===== config.mk =====
export PLATFORM = sky130hd
export DESIGN_NAME = wb_mem_arbiter_2m_flat
export DESIGN_NICKNAME = d
export VERILOG_FILES = /design/src/rtl/wb_mem_arbiter_2m_if.sv /design/src/rtl/wb_mem_arbiter_2m.sv /design/src/flat_wrapper.sv
export SDC_FILE = /design/constraint.sdc
export NUM_CORES = 1
export LEC_CHECK = 0
export BUFFER_PORTS_ARGS = -buffer_cell sky130_fd_sc_hd__clkbuf_2
export CAP_MARGIN = 10
export CORE_AREA = 5 5 129 131
export DETAILED_ROUTE_END_ITERATION = 7
export DIE_AREA = 0 0 134 136
export GPL_TIMING_DRIVEN = 0
export PLACE_DENSITY = 0.61
export SYNTH_ARGS = -nofsm -noshare
export SYNTH_HDL_FRONTEND = slang
export SYNTH_SLANG_ARGS = --single-unit

===== constraint.sdc =====
create_clock -name clk -period 4.2 [get_ports clk]
set_clock_uncertainty 0.05 [all_clocks]
set_input_delay 0.21 -clock clk [delete_from_list [all_inputs] [get_ports clk]]
set_output_delay 0.21 -clock clk [all_outputs]
set_load 0.02 [all_outputs]

===== src/rtl/wb_mem_arbiter_2m_if.sv =====
// ----------------------------------------------------------------------------
// wb_mem_arbiter_2m_if
//   One Wishbone link: a requester on one side and a responder on the other.
//   Used three times around the arbiter: M0 link, M1 link and memory link.
//
//   Signals
//     cyc, stb, we   master -> slave   cycle / strobe / write enable
//     sel            master -> slave   byte selects (DW/8 bits)
//     adr            master -> slave   address (AW bits)
//     dat_w          master -> slave   write data (DW bits)
//     dat_r          slave  -> master  read data (DW bits)
//     ack            slave  -> master  transfer acknowledge
//     err            slave  -> master  abort pulse
//     irq            slave  -> master  interrupt
//
//   Modports
//     master : the side that issues cycles
//     slave  : the side that answers them
// ----------------------------------------------------------------------------
interface wb_mem_arbiter_2m_if #(
    parameter int unsigned AW = 32,
    parameter int unsigned DW = 32
);
    logic            cyc;
    logic            stb;
    logic            we;
    logic [DW/8-1:0] sel;
    logic [AW-1:0]   adr;
    logic [DW-1:0]   dat_w;
    logic [DW-1:0]   dat_r;
    logic            ack;
    logic            err;
    logic            irq;

    modport master (
        output cyc, stb, we, sel, adr, dat_w,
        input  dat_r, ack, err, irq
    );

    modport slave (
        input  cyc, stb, we, sel, adr, dat_w,
        output dat_r, ack, err, irq
    );
endinterface


===== src/rtl/wb_mem_arbiter_2m.sv =====
// ----------------------------------------------------------------------------
// wb_mem_arbiter_2m
//   Two-master Wishbone arbiter in front of a single memory port.
//   M0 = camera writer, M1 = host/DMA reader. Round-robin on ties, the
//   grant is locked for the whole cyc, and a per-transfer ack watchdog
//   aborts a stuck transfer into a drain state.
//
//   Ports
//     clk              in   system clock
//     rst              in   asynchronous, active-high reset
//     m0               slave modport   link from requester M0
//     m1               slave modport   link from requester M1
//     s                master modport  link to the memory slave
//     o_owner          out  00 idle, 01 M0, 10 M1, 11 abort-drain
//     o_timeout_count  out  saturating count of watchdog aborts
// ----------------------------------------------------------------------------
module wb_mem_arbiter_2m #(
    parameter int unsigned ADDR_WIDTH = 32,
    parameter int unsigned DATA_WIDTH = 32,
    parameter int unsigned TIMEOUT    = 1024
) (
    input  logic                  clk,
    input  logic                  rst,
    wb_mem_arbiter_2m_if.slave    m0,
    wb_mem_arbiter_2m_if.slave    m1,
    wb_mem_arbiter_2m_if.master   s,
    output logic [1:0]            o_owner,
    output logic [15:0]           o_timeout_count
);
    localparam int unsigned WdW = (TIMEOUT > 1) ? $clog2(TIMEOUT) : 1;
    localparam logic [WdW-1:0] WdMax = WdW'(TIMEOUT - 1);

    typedef enum logic [1:0] {StIdle, StGnt0, StGnt1, StDrain} state_e;

    state_e         state_q, state_d;
    logic           last_q, last_d;     // 0 = M0 granted last, 1 = M1
    logic           abort_q, abort_d;   // master that was aborted into drain
    logic [WdW-1:0] wd_q, wd_d;
    logic [15:0]    tcnt_q, tcnt_d;

    logic granted, own_cyc, own_stb, expire;

    assign granted = (state_q == StGnt0) || (state_q == StGnt1);
    assign own_cyc = (state_q == StGnt0) ? m0.cyc : m1.cyc;
    assign own_stb = (state_q == StGnt0) ? m0.stb : m1.stb;

    // An ack in the expiry cycle wins over the abort.
    assign expire = (TIMEOUT != 0) && granted && own_cyc && own_stb && !s.ack &&
                    (wd_q == WdMax);

    // State register
    always_ff @(posedge clk or posedge rst) begin
        if (rst) begin
            state_q <= StIdle;
            last_q  <= 1'b1;
            abort_q <= 1'b0;
            wd_q    <= '0;
            tcnt_q  <= '0;
        end else begin
            state_q <= state_d;
            last_q  <= last_d;
            abort_q <= abort_d;
            wd_q    <= wd_d;
            tcnt_q  <= tcnt_d;
        end
    end

    // Next-state logic
    always_comb begin
        state_d = state_q;
        last_d  = last_q;
        abort_d = abort_q;
        tcnt_d  = tcnt_q;
        case (state_q)
            StIdle: begin
                if (m0.cyc && m1.cyc) begin
                    state_d = last_q ? StGnt0 : StGnt1;
                end else if (m0.cyc) begin
                    state_d = StGnt0;
                end else if (m1.cyc) begin
                    state_d = StGnt1;
                end
            end
            StGnt0, StGnt1: begin
                if (!own_cyc) begin
                    state_d = StIdle;
                    last_d  = (state_q == StGnt1);
                end else if (expire) begin
                    state_d = StDrain;
                    abort_d = (state_q == StGnt1);
                    if (tcnt_q != 16'hFFFF) begin
                        tcnt_d = tcnt_q + 16'd1;
                    end
                end
            end
            StDrain: begin
                if (!(abort_q ? m1.cyc : m0.cyc)) begin
                    state_d = StIdle;
                    last_d  = abort_q;
                end
            end
            default: state_d = StIdle;
        endcase

        // Watchdog restarts on every ack, idle strobe or ownership change.
        wd_d = '0;
        if (granted && (state_d == state_q) && own_stb && !s.ack) begin
            wd_d = wd_q + 1'b1;
        end
    end

    // Output muxing, purely from the registered state
    always_comb begin
        s.cyc   = 1'b0;
        s.stb   = 1'b0;
        s.we    = 1'b0;
        s.sel   = '0;
        s.adr   = '0;
        s.dat_w = '0;
        m0.ack  = 1'b0;
        m0.dat_r = '0;
        m0.err  = 1'b0;
        m1.ack  = 1'b0;
        m1.dat_r = '0;
        m1.err  = 1'b0;
        o_owner = 2'b00;
        case (state_q)
            StGnt0: begin
                s.cyc    = m0.cyc;
                s.stb    = m0.stb;
                s.we     = m0.we;
                s.sel    = m0.sel;
                s.adr    = m0.adr;
                s.dat_w  = m0.dat_w;
                m0.ack   = s.ack;
                m0.dat_r = s.dat_r;
                m0.err   = expire;
                o_owner  = 2'b01;
            end
            StGnt1: begin
                s.cyc    = m1.cyc;
                s.stb    = m1.stb;
                s.we     = m1.we;
                s.sel    = m1.sel;
                s.adr    = m1.adr;
                s.dat_w  = m1.dat_w;
                m1.ack   = s.ack;
                m1.dat_r = s.dat_r;
                m1.err   = expire;
                o_owner  = 2'b10;
            end
            StDrain: o_owner = 2'b11;
            default: o_owner = 2'b00;
        endcase
    end

    assign m0.irq          = s.irq;
    assign m1.irq          = s.irq;
    assign o_timeout_count = tcnt_q;
endmodule


===== src/flat_wrapper.sv =====
// flat-port wrapper written by rule: the top's interface ports become plain ports
module wb_mem_arbiter_2m_flat 
#(
    parameter int unsigned ADDR_WIDTH = 32,
    parameter int unsigned DATA_WIDTH = 32,
    parameter int unsigned TIMEOUT    = 1024
)
  (clk, rst, o_owner, o_timeout_count, m0_cyc, m0_stb, m0_we, m0_sel, m0_adr, m0_dat_w, m0_dat_r, m0_ack, m0_err, m0_irq, m1_cyc, m1_stb, m1_we, m1_sel, m1_adr, m1_dat_w, m1_dat_r, m1_ack, m1_err, m1_irq, s_cyc, s_stb, s_we, s_sel, s_adr, s_dat_w, s_dat_r, s_ack, s_err, s_irq);
  wb_mem_arbiter_2m_if #(.AW((32)), .DW((32))) m0_i ();
  wb_mem_arbiter_2m_if #(.AW((32)), .DW((32))) m1_i ();
  wb_mem_arbiter_2m_if #(.AW((32)), .DW((32))) s_i ();
  input  logic clk;
  input  logic rst;
  output logic [1:0] o_owner;
  output logic [15:0] o_timeout_count;
  input wire logic [$bits(m0_i.cyc)-1:0] m0_cyc;
  input wire logic [$bits(m0_i.stb)-1:0] m0_stb;
  input wire logic [$bits(m0_i.we)-1:0] m0_we;
  input wire logic [$bits(m0_i.sel)-1:0] m0_sel;
  input wire logic [$bits(m0_i.adr)-1:0] m0_adr;
  input wire logic [$bits(m0_i.dat_w)-1:0] m0_dat_w;
  output wire logic [$bits(m0_i.dat_r)-1:0] m0_dat_r;
  output wire logic [$bits(m0_i.ack)-1:0] m0_ack;
  output wire logic [$bits(m0_i.err)-1:0] m0_err;
  output wire logic [$bits(m0_i.irq)-1:0] m0_irq;
  input wire logic [$bits(m1_i.cyc)-1:0] m1_cyc;
  input wire logic [$bits(m1_i.stb)-1:0] m1_stb;
  input wire logic [$bits(m1_i.we)-1:0] m1_we;
  input wire logic [$bits(m1_i.sel)-1:0] m1_sel;
  input wire logic [$bits(m1_i.adr)-1:0] m1_adr;
  input wire logic [$bits(m1_i.dat_w)-1:0] m1_dat_w;
  output wire logic [$bits(m1_i.dat_r)-1:0] m1_dat_r;
  output wire logic [$bits(m1_i.ack)-1:0] m1_ack;
  output wire logic [$bits(m1_i.err)-1:0] m1_err;
  output wire logic [$bits(m1_i.irq)-1:0] m1_irq;
  output wire logic [$bits(s_i.cyc)-1:0] s_cyc;
  output wire logic [$bits(s_i.stb)-1:0] s_stb;
  output wire logic [$bits(s_i.we)-1:0] s_we;
  output wire logic [$bits(s_i.sel)-1:0] s_sel;
  output wire logic [$bits(s_i.adr)-1:0] s_adr;
  output wire logic [$bits(s_i.dat_w)-1:0] s_dat_w;
  input wire logic [$bits(s_i.dat_r)-1:0] s_dat_r;
  input wire logic [$bits(s_i.ack)-1:0] s_ack;
  input wire logic [$bits(s_i.err)-1:0] s_err;
  input wire logic [$bits(s_i.irq)-1:0] s_irq;
  assign m0_i.cyc = m0_cyc;
  assign m0_i.stb = m0_stb;
  assign m0_i.we = m0_we;
  assign m0_i.sel = m0_sel;
  assign m0_i.adr = m0_adr;
  assign m0_i.dat_w = m0_dat_w;
  assign m0_dat_r = m0_i.dat_r;
  assign m0_ack = m0_i.ack;
  assign m0_err = m0_i.err;
  assign m0_irq = m0_i.irq;
  assign m1_i.cyc = m1_cyc;
  assign m1_i.stb = m1_stb;
  assign m1_i.we = m1_we;
  assign m1_i.sel = m1_sel;
  assign m1_i.adr = m1_adr;
  assign m1_i.dat_w = m1_dat_w;
  assign m1_dat_r = m1_i.dat_r;
  assign m1_ack = m1_i.ack;
  assign m1_err = m1_i.err;
  assign m1_irq = m1_i.irq;
  assign s_cyc = s_i.cyc;
  assign s_stb = s_i.stb;
  assign s_we = s_i.we;
  assign s_sel = s_i.sel;
  assign s_adr = s_i.adr;
  assign s_dat_w = s_i.dat_w;
  assign s_i.dat_r = s_dat_r;
  assign s_i.ack = s_ack;
  assign s_i.err = s_err;
  assign s_i.irq = s_irq;
  wb_mem_arbiter_2m #(.ADDR_WIDTH(ADDR_WIDTH), .DATA_WIDTH(DATA_WIDTH), .TIMEOUT(TIMEOUT)) u_core (.clk(clk), .rst(rst), .m0(m0_i), .m1(m1_i), .s(s_i), .o_owner(o_owner), .o_timeout_count(o_timeout_count));
endmodule

==> results of run 1 <==
-- layout by cell type, fill, tap and decap left out, drive strengths merged, types with 2 or more instances in the layout --
cell	n
nand4	7
and2	67
ha	6
and4	4
nor2	17
inv	5
a211oi	2
clkbuf	373
and3	9
mux2	5
xnor2	15
nand2b	2
nor2b	71
mux2i	3
nand2	14
xor2	6
dfrtp	29
buf	7
nand3	8
a21oi	3
o21ai	7
a22oi	71
-- how the worst min path moves through the flow --
stage                        start                   endpoint  slack (ps)  depth (start not counted)
finish                      m0_cyc          u_core.state_q[1]         330                          4
global route                m0_cyc          u_core.state_q[1]         350                          4
CTS                            rst  u_core.o_timeout_count[6]         220                          2
detailed placement  u_core.wd_q[0]             u_core.wd_q[0]         430                          1
global placement    u_core.wd_q[0]             u_core.wd_q[0]         420                          1
floorplan                      rst             u_core.abort_q         250                          1
-- per-stage QoR --
stage          setup WS (ps)  total power (uW)  hold slack, ps   util
6_report                1150              2910             332  0.338
5_1_grt                  898              3110             348  0.338
4_1_cts                 1020              2950             217  0.335
3_5_place_dp            1360              2600             428  0.327
3_3_place_gp            1360              2590             425  0.327
2_1_floorplan           2080              1770             250      -
-- timing repair --
action / 4_1_cts / 5_1_grt
hold buffers: 0 / 1
buffers inserted: 0 / 0
hold endpoints to repair: 0 / 6
-- worst reg2reg max path, stage by stage (launching register included) --
cell,delay (ps)
dfrtp_1,470
inv_1,130
ha_1,290
clkbuf_1,400
nor3b_2,530
o311a_4,330
buf_6,150
nand3_1,100
xnor2_1,130
-- cell families after synthesis --
logic type                 after synthesis  share of synthesized area
adders and majority gates                6                     0.0239
DFF                                     30                      0.239
xor gates and xnor gates                21                     0.0586
AOI/OAI and AO/OA                       88                      0.213
muxes                                    8                     0.0275
buffers and inverters                   41                     0.0550
and+or+nand+nor                        202                      0.382
-- cell type report --
| type | instances | share of cell area |
|---|---|---|
| inverter | 5 | 0.00359 |
| antenna | 1 | 0.000478 |
| tap | 192 | 0.0459 |
| clock buffer | 8 | 0.0261 |
| sequential | 30 | 0.144 |
| multi-input combinational | 325 | 0.423 |
| timing repair buffer | 337 | 0.328 |
| buffer | 36 | 0.0294 |
-- per-layer routing --
metal / GRT usage / share of wire / vias to the layer above
met3: 0.0326 / 0.063 / 20
met2: 0.284 / 0.50 / 157
met1: 0.205 / 0.42 / 1918
met4: 0.0451 / 0.020 / 2
met5: 0 / 0.00079 / -
li1: - / - / 2072
-- where the power goes --
| group | switching (uW) | internal [uW] |
|---|---|---|
| sequential | 20.8 | 308 |
| clock | 118 | 220 |
| combinational | 1440 | 802 |
-- registers in the layout, summed over array words and instances (netlist names) --
name / count
u_core.abort_q: 1
u_core.last_q: 1
u_core.state_q: 2
u_core.o_timeout_count: 16
u_core.wd_q: 10
==> reports/results.tsv, run 1 <==
metric	value	unit
via_count	4169	
ys_ff_latch	30	
dieArea	0.0182	mm^2
grtUsageTotal	0.163	
cp-start-kind	flop	
timing.rr.start	u_core.state_q[1]	
synth_top_area_share	0.231	
root_buffer	clkbuf_16	
post-route-cell-area	0.00523	mm^2
place_area	0.00506	mm^2
grt_pass1_wl	23300	um
seqCellArea	752	um^2
cts.sinks	30	
syn_area	0.00314	mm^2
endpoint	m1_dat_r[13]	
fin_tns_setup	0	ps
dieHeight	136	um
final_cells	934	
fp.dieW	134	um
portBuffers	335	
required	3940	ps
period_share	0.727	
crit_path_top_delay_cell	clkbuf_1	
async_flop_share	1.00	
syn_avg_cell_area	7.93	um^2
yosys-top-cells-area	dfrtp_1 23%, a22oi_1 17%, nor2b_1 14%, and2_1 13%, xnor2_1 4.2%	
synth_commonest_cells	71 x a22oi_1, 71 x nor2b_1, 66 x and2_1, 30 x clkbuf_1, 29 x dfrtp_1	
cts_tree	done	
ir_drop	203	uV
path_class	reg -> out	
grt_start_max_net_pins	31	
ant_nets	0	
n_fill_cell	1716	
period_minus_slack	3050	ps
wire_per_inst	17.7	um
critPathArrivalTime	2790	ps
ys_warn_count	0	
nets	925	
relSlewSlack	0.575	
cts_made_buffers	5	
r2r_cells	8	
power_leakage	0.00274	uW
yosysUniqueCellTypes	36	
placedCellCount	923	
timing.fmax	0.328	GHz
final_hold_viol_count	0	
rsz0062_at_grt	false	
cp_max_fo	10	
viasPerCell	4.46	
drive_above_1_share	0.479	
cp_slowest_stage_delay	540	ps
syn_inst	396	
clk_pin_slew	50	ps
crit_start	u_core.state_q[0]	
crit_top_cell	clkbuf_1	
cp_top_family	buffers and inverters	
io_pins	338	
floorplan.initialDensity	0.203	
finalWirelength	16500	um
clk-insertion-delay-late	270	ps
dr.first_iter.drc_count	172	
rows	46	
multiInputGateArea	0.00222	mm^2
hold_class	in -> reg	
r2r_setup_slack	1510	ps
grt_overflow	0	
worst_pin_slew	637	ps
drv_cap	0	
worst-path-buf-inv	5	
cts.repair.resized	0	
grt_pass1_vias	3956	
core	0.0155	mm^2
ys_seq_area_frac	0.239	
status	completed	
critical_path_depth	7	
end_kind	output pin	
synth_edf_count	0	
antenna_found_initial	2	
path_cells	inv_1 -> ha_1 -> clkbuf_1 -> clkbuf_1 -> clkbuf_1 -> and2_1 -> clkbuf_2	
synthToLayoutAreaGrowth	66.7	%
ctsLongestPathBuffers	2	
yosysTopAreaCell	dfrtp_1	
hpwlAfterDp	14000	um
synthFlopType	dfrtp_1	
synthesis.nets	581	
slew_viol_final	0	
p_per_area	556	mW/mm^2
finalSetupViolations	0	
htreeDepth	2	
r2r-end	u_core.o_timeout_count[10]	
firstDrtPassIters	4	
gp_congestion	0.868	
remaining_drc_errors	0	
Note: power is estimated with default switching activity, not from simulation.
==> run 2, diff against run 1 <==
--- a/config.mk
+++ b/config.mk
@@ -5,13 +5,14 @@
 export SDC_FILE = /design/constraint.sdc
 export NUM_CORES = 1
 export LEC_CHECK = 0
+export ABC_AREA = 1
 export BUFFER_PORTS_ARGS = -buffer_cell sky130_fd_sc_hd__clkbuf_2
 export CAP_MARGIN = 10
-export CORE_AREA = 5 5 129 131
+export CORE_AREA = 5 5 127 129
 export DETAILED_ROUTE_END_ITERATION = 7
-export DIE_AREA = 0 0 134 136
+export DIE_AREA = 0 0 132 134
 export GPL_TIMING_DRIVEN = 0
-export PLACE_DENSITY = 0.61
+export PLACE_DENSITY = 0.66
 export SYNTH_ARGS = -nofsm -noshare
 export SYNTH_HDL_FRONTEND = slang
 export SYNTH_SLANG_ARGS = --single-unit
==> constraint.sdc (replaced) <==
create_clock -name clk -period 2.5 [get_ports clk]
set_clock_uncertainty 0.05 [all_clocks]
set_input_delay 0.125 -clock clk [delete_from_list [all_inputs] [get_ports clk]]
set_output_delay 0.125 -clock clk [all_outputs]
set_load 0.02 [all_outputs]
==> run 2 against run 1 <==
  * Cell count increased by 22%
  * Utilization is 3.7 points higher
  * Routed wire length rose by 6.9%
  * Critical endpoint is now s_dat_w[26]
==> reports/results.tsv, run 2 <==
metric	value	unit
cts_made_buffers	5	
status	completed	
clk-insertion-delay-late	280	ps
cp-start-kind	flop	
grtUsageTotal	0.183	
gp_congestion	0.839	
final_common_cell	clkbuf_2	
cts.sinks	30	
portBuffers	335	
diodes	0	
slew_viol_final	0	
core	0.0149	mm^2
firstDrtPassIters	5	
async_flop_share	1.00	
htreeDepth	2	
finalSetupViolations	0	
finalWirelength	17700	um
ys_ff_latch	30	
hold_class	in -> reg	
largest_reg_flops	16	
grt_pass1_wl	26000	um
cts_tree	done	
ctsLongestPathBuffers	2	
synth_commonest_cells	253 x nand2_1, 99 x inv_1, 75 x a21oi_1, 29 x dfrtp_1	
fin_ws	158	ps
r2r_setup_slack	460	ps
floorplan.initialDensity	0.231	
via_count	4970	
synth_top_area_share	0.275	
power_leakage	0.00348	uW
hpwlAfterDp	15300	um
viasPerCell	4.37	
rsz0062_at_grt	false	
ir_drop	471	uV
fp.dieW	132	um
io_pins	338	
wire_per_inst	15.5	um
fin_tns_setup	0	ps
final_cell_mix	340 x clkbuf_2, 253 x nand2_1, 99 x inv_1	
yosysUniqueCellTypes	30	
nets	1134	
dr_wl_met2	8470	um
dp_slack	-268	ps
synthToLayoutAreaGrowth	62.2	%
routed-wl-met3	1890	um
syn_area	0.00345	mm^2
wl_met1	7030	um
timing.fmax	0.427	GHz
antenna_found_initial	0	
p_per_area	1030	mW/mm^2
ant_nets	0	
rows	45	
top_layer	met4	
grt_pass1_vias	4824	
syn_avg_cell_area	5.69	um^2
yosysMostFrequentCell	nand2_1	
ys_warn_count	0	
period_share	0.937	
grt_overflow	0	
period_minus_slack	2340	ps
relSlewSlack	0.632	
syn_inst	606	
clk_pin_slew	50	ps
end_kind	output pin	
remaining_drc_errors	0	
critPathArrivalTime	2170	ps
synth_edf_count	0	
root_buffer	clkbuf_16	
dieArea	0.0177	mm^2
synthesis.nets	791	
ys_seq_area_frac	0.218	
final_hold_viol_count	0	
yosys-top-cells-area	nand2_1 28%, dfrtp_1 21%, a21oi_1 11%, inv_1 11%, xor2_1 4.1%	
yosysTopAreaCell	nand2_1	
grt_start_max_net_pins	31	
cts_setup_buffers	0	
drv_cap	0	
path_class	reg -> out	
worst_pin_slew	552	ps
dr.first_iter.drc_count	273	
required	2330	ps
synthFlopType	dfrtp_1	
drive_above_1_share	0.426	
dieHeight	134	um
cp_max_fo	10	
-- run 2: changes by cell type in the layout (fill, tap and decap cells not counted), sizes merged, moves of 10 or more --
cell / delta
a22oi: -71
nor3: +13
nand2: +248
xor2: +10
nor2b: -71
inv: +97
and2: -67
a21oi: +72
nand3: +16
clkbuf: -11
-- run 2: routing by layer --
layer | vias up | track usage
li1 | 2523 | -
met1 | 2178 | 0.220
met2 | 248 | 0.319
met3 | 21 | 0.0623
met4 | 0 | 0.0360
met5 | - | 0
-- run 2: cell type report --
type,count,area (um^2)
timing repair buffer,337,1720
inverter,102,383
tap,188,235
sequential,30,754
clock inverter,1,5.00
clock buffer,7,143
multi-input combinational,439,2160
buffer,34,188
fill,1707,9330
-- run 2: critical path: stages (launching register included) --
cell and delay, ps:
dfrtp_2 410, inv_1 100, ha_1 320, inv_1 80, clkbuf_4 220, clkbuf_4 230
a21oi_1 240, clkbuf_4 270
-- run 2: cell families after synthesis --
logic type	after synthesis	synth area share
AOI/OAI and AO/OA	83	0.123
xor gates and xnor gates	23	0.0584
adders and majority gates	6	0.0218
buffers and inverters	137	0.156
DFF	30	0.218
and+or+nand+nor	327	0.422
-- run 2: path summary, 6_finish.rpt --
kind                                        start                         to  depth (start not counted)
worst max-delay path            u_core.state_q[0]                s_dat_w[26]                          7
worst min-delay path                       m1_cyc          u_core.state_q[1]                          5
worst max register to register  u_core.state_q[1]  u_core.o_timeout_count[6]                         11
worst min register to register     u_core.wd_q[0]             u_core.wd_q[0]                          1
max in group asynchronous                     rst              u_core.last_q                          4
min in group asynchronous                     rst  u_core.o_timeout_count[3]                          3
-- run 2: per-stage QoR --
step	cell area (um^2)	total power, uW	util	cells	hold slack (ps)
final	5590	5770	0.375	1138	265
after global routing	5590	6230	0.375	1138	311
after CTS	5540	5820	0.371	1136	128
after detailed placement	5360	5130	0.359	1129	423
after global placement	5360	5120	0.359	1129	410
after floorplan	3450	3400	-	606	165
-- run 2: timing repair --
item                                    4_1_cts  5_1_grt
gates resized for setup                      20       13
endpoints found under the setup margin      103       52
hold buffers                                  0        1
hold endpoints to repair                      0        8
gates cloned                                  0        0
-- run 2: report_power, final --
part           total [uW]  leakage [uW]  switching, uW  internal [uW]
logic                4600       0.00302           3300           1310
registers             561      0.000389           37.2            524
clock network         606     0.0000739            212            394
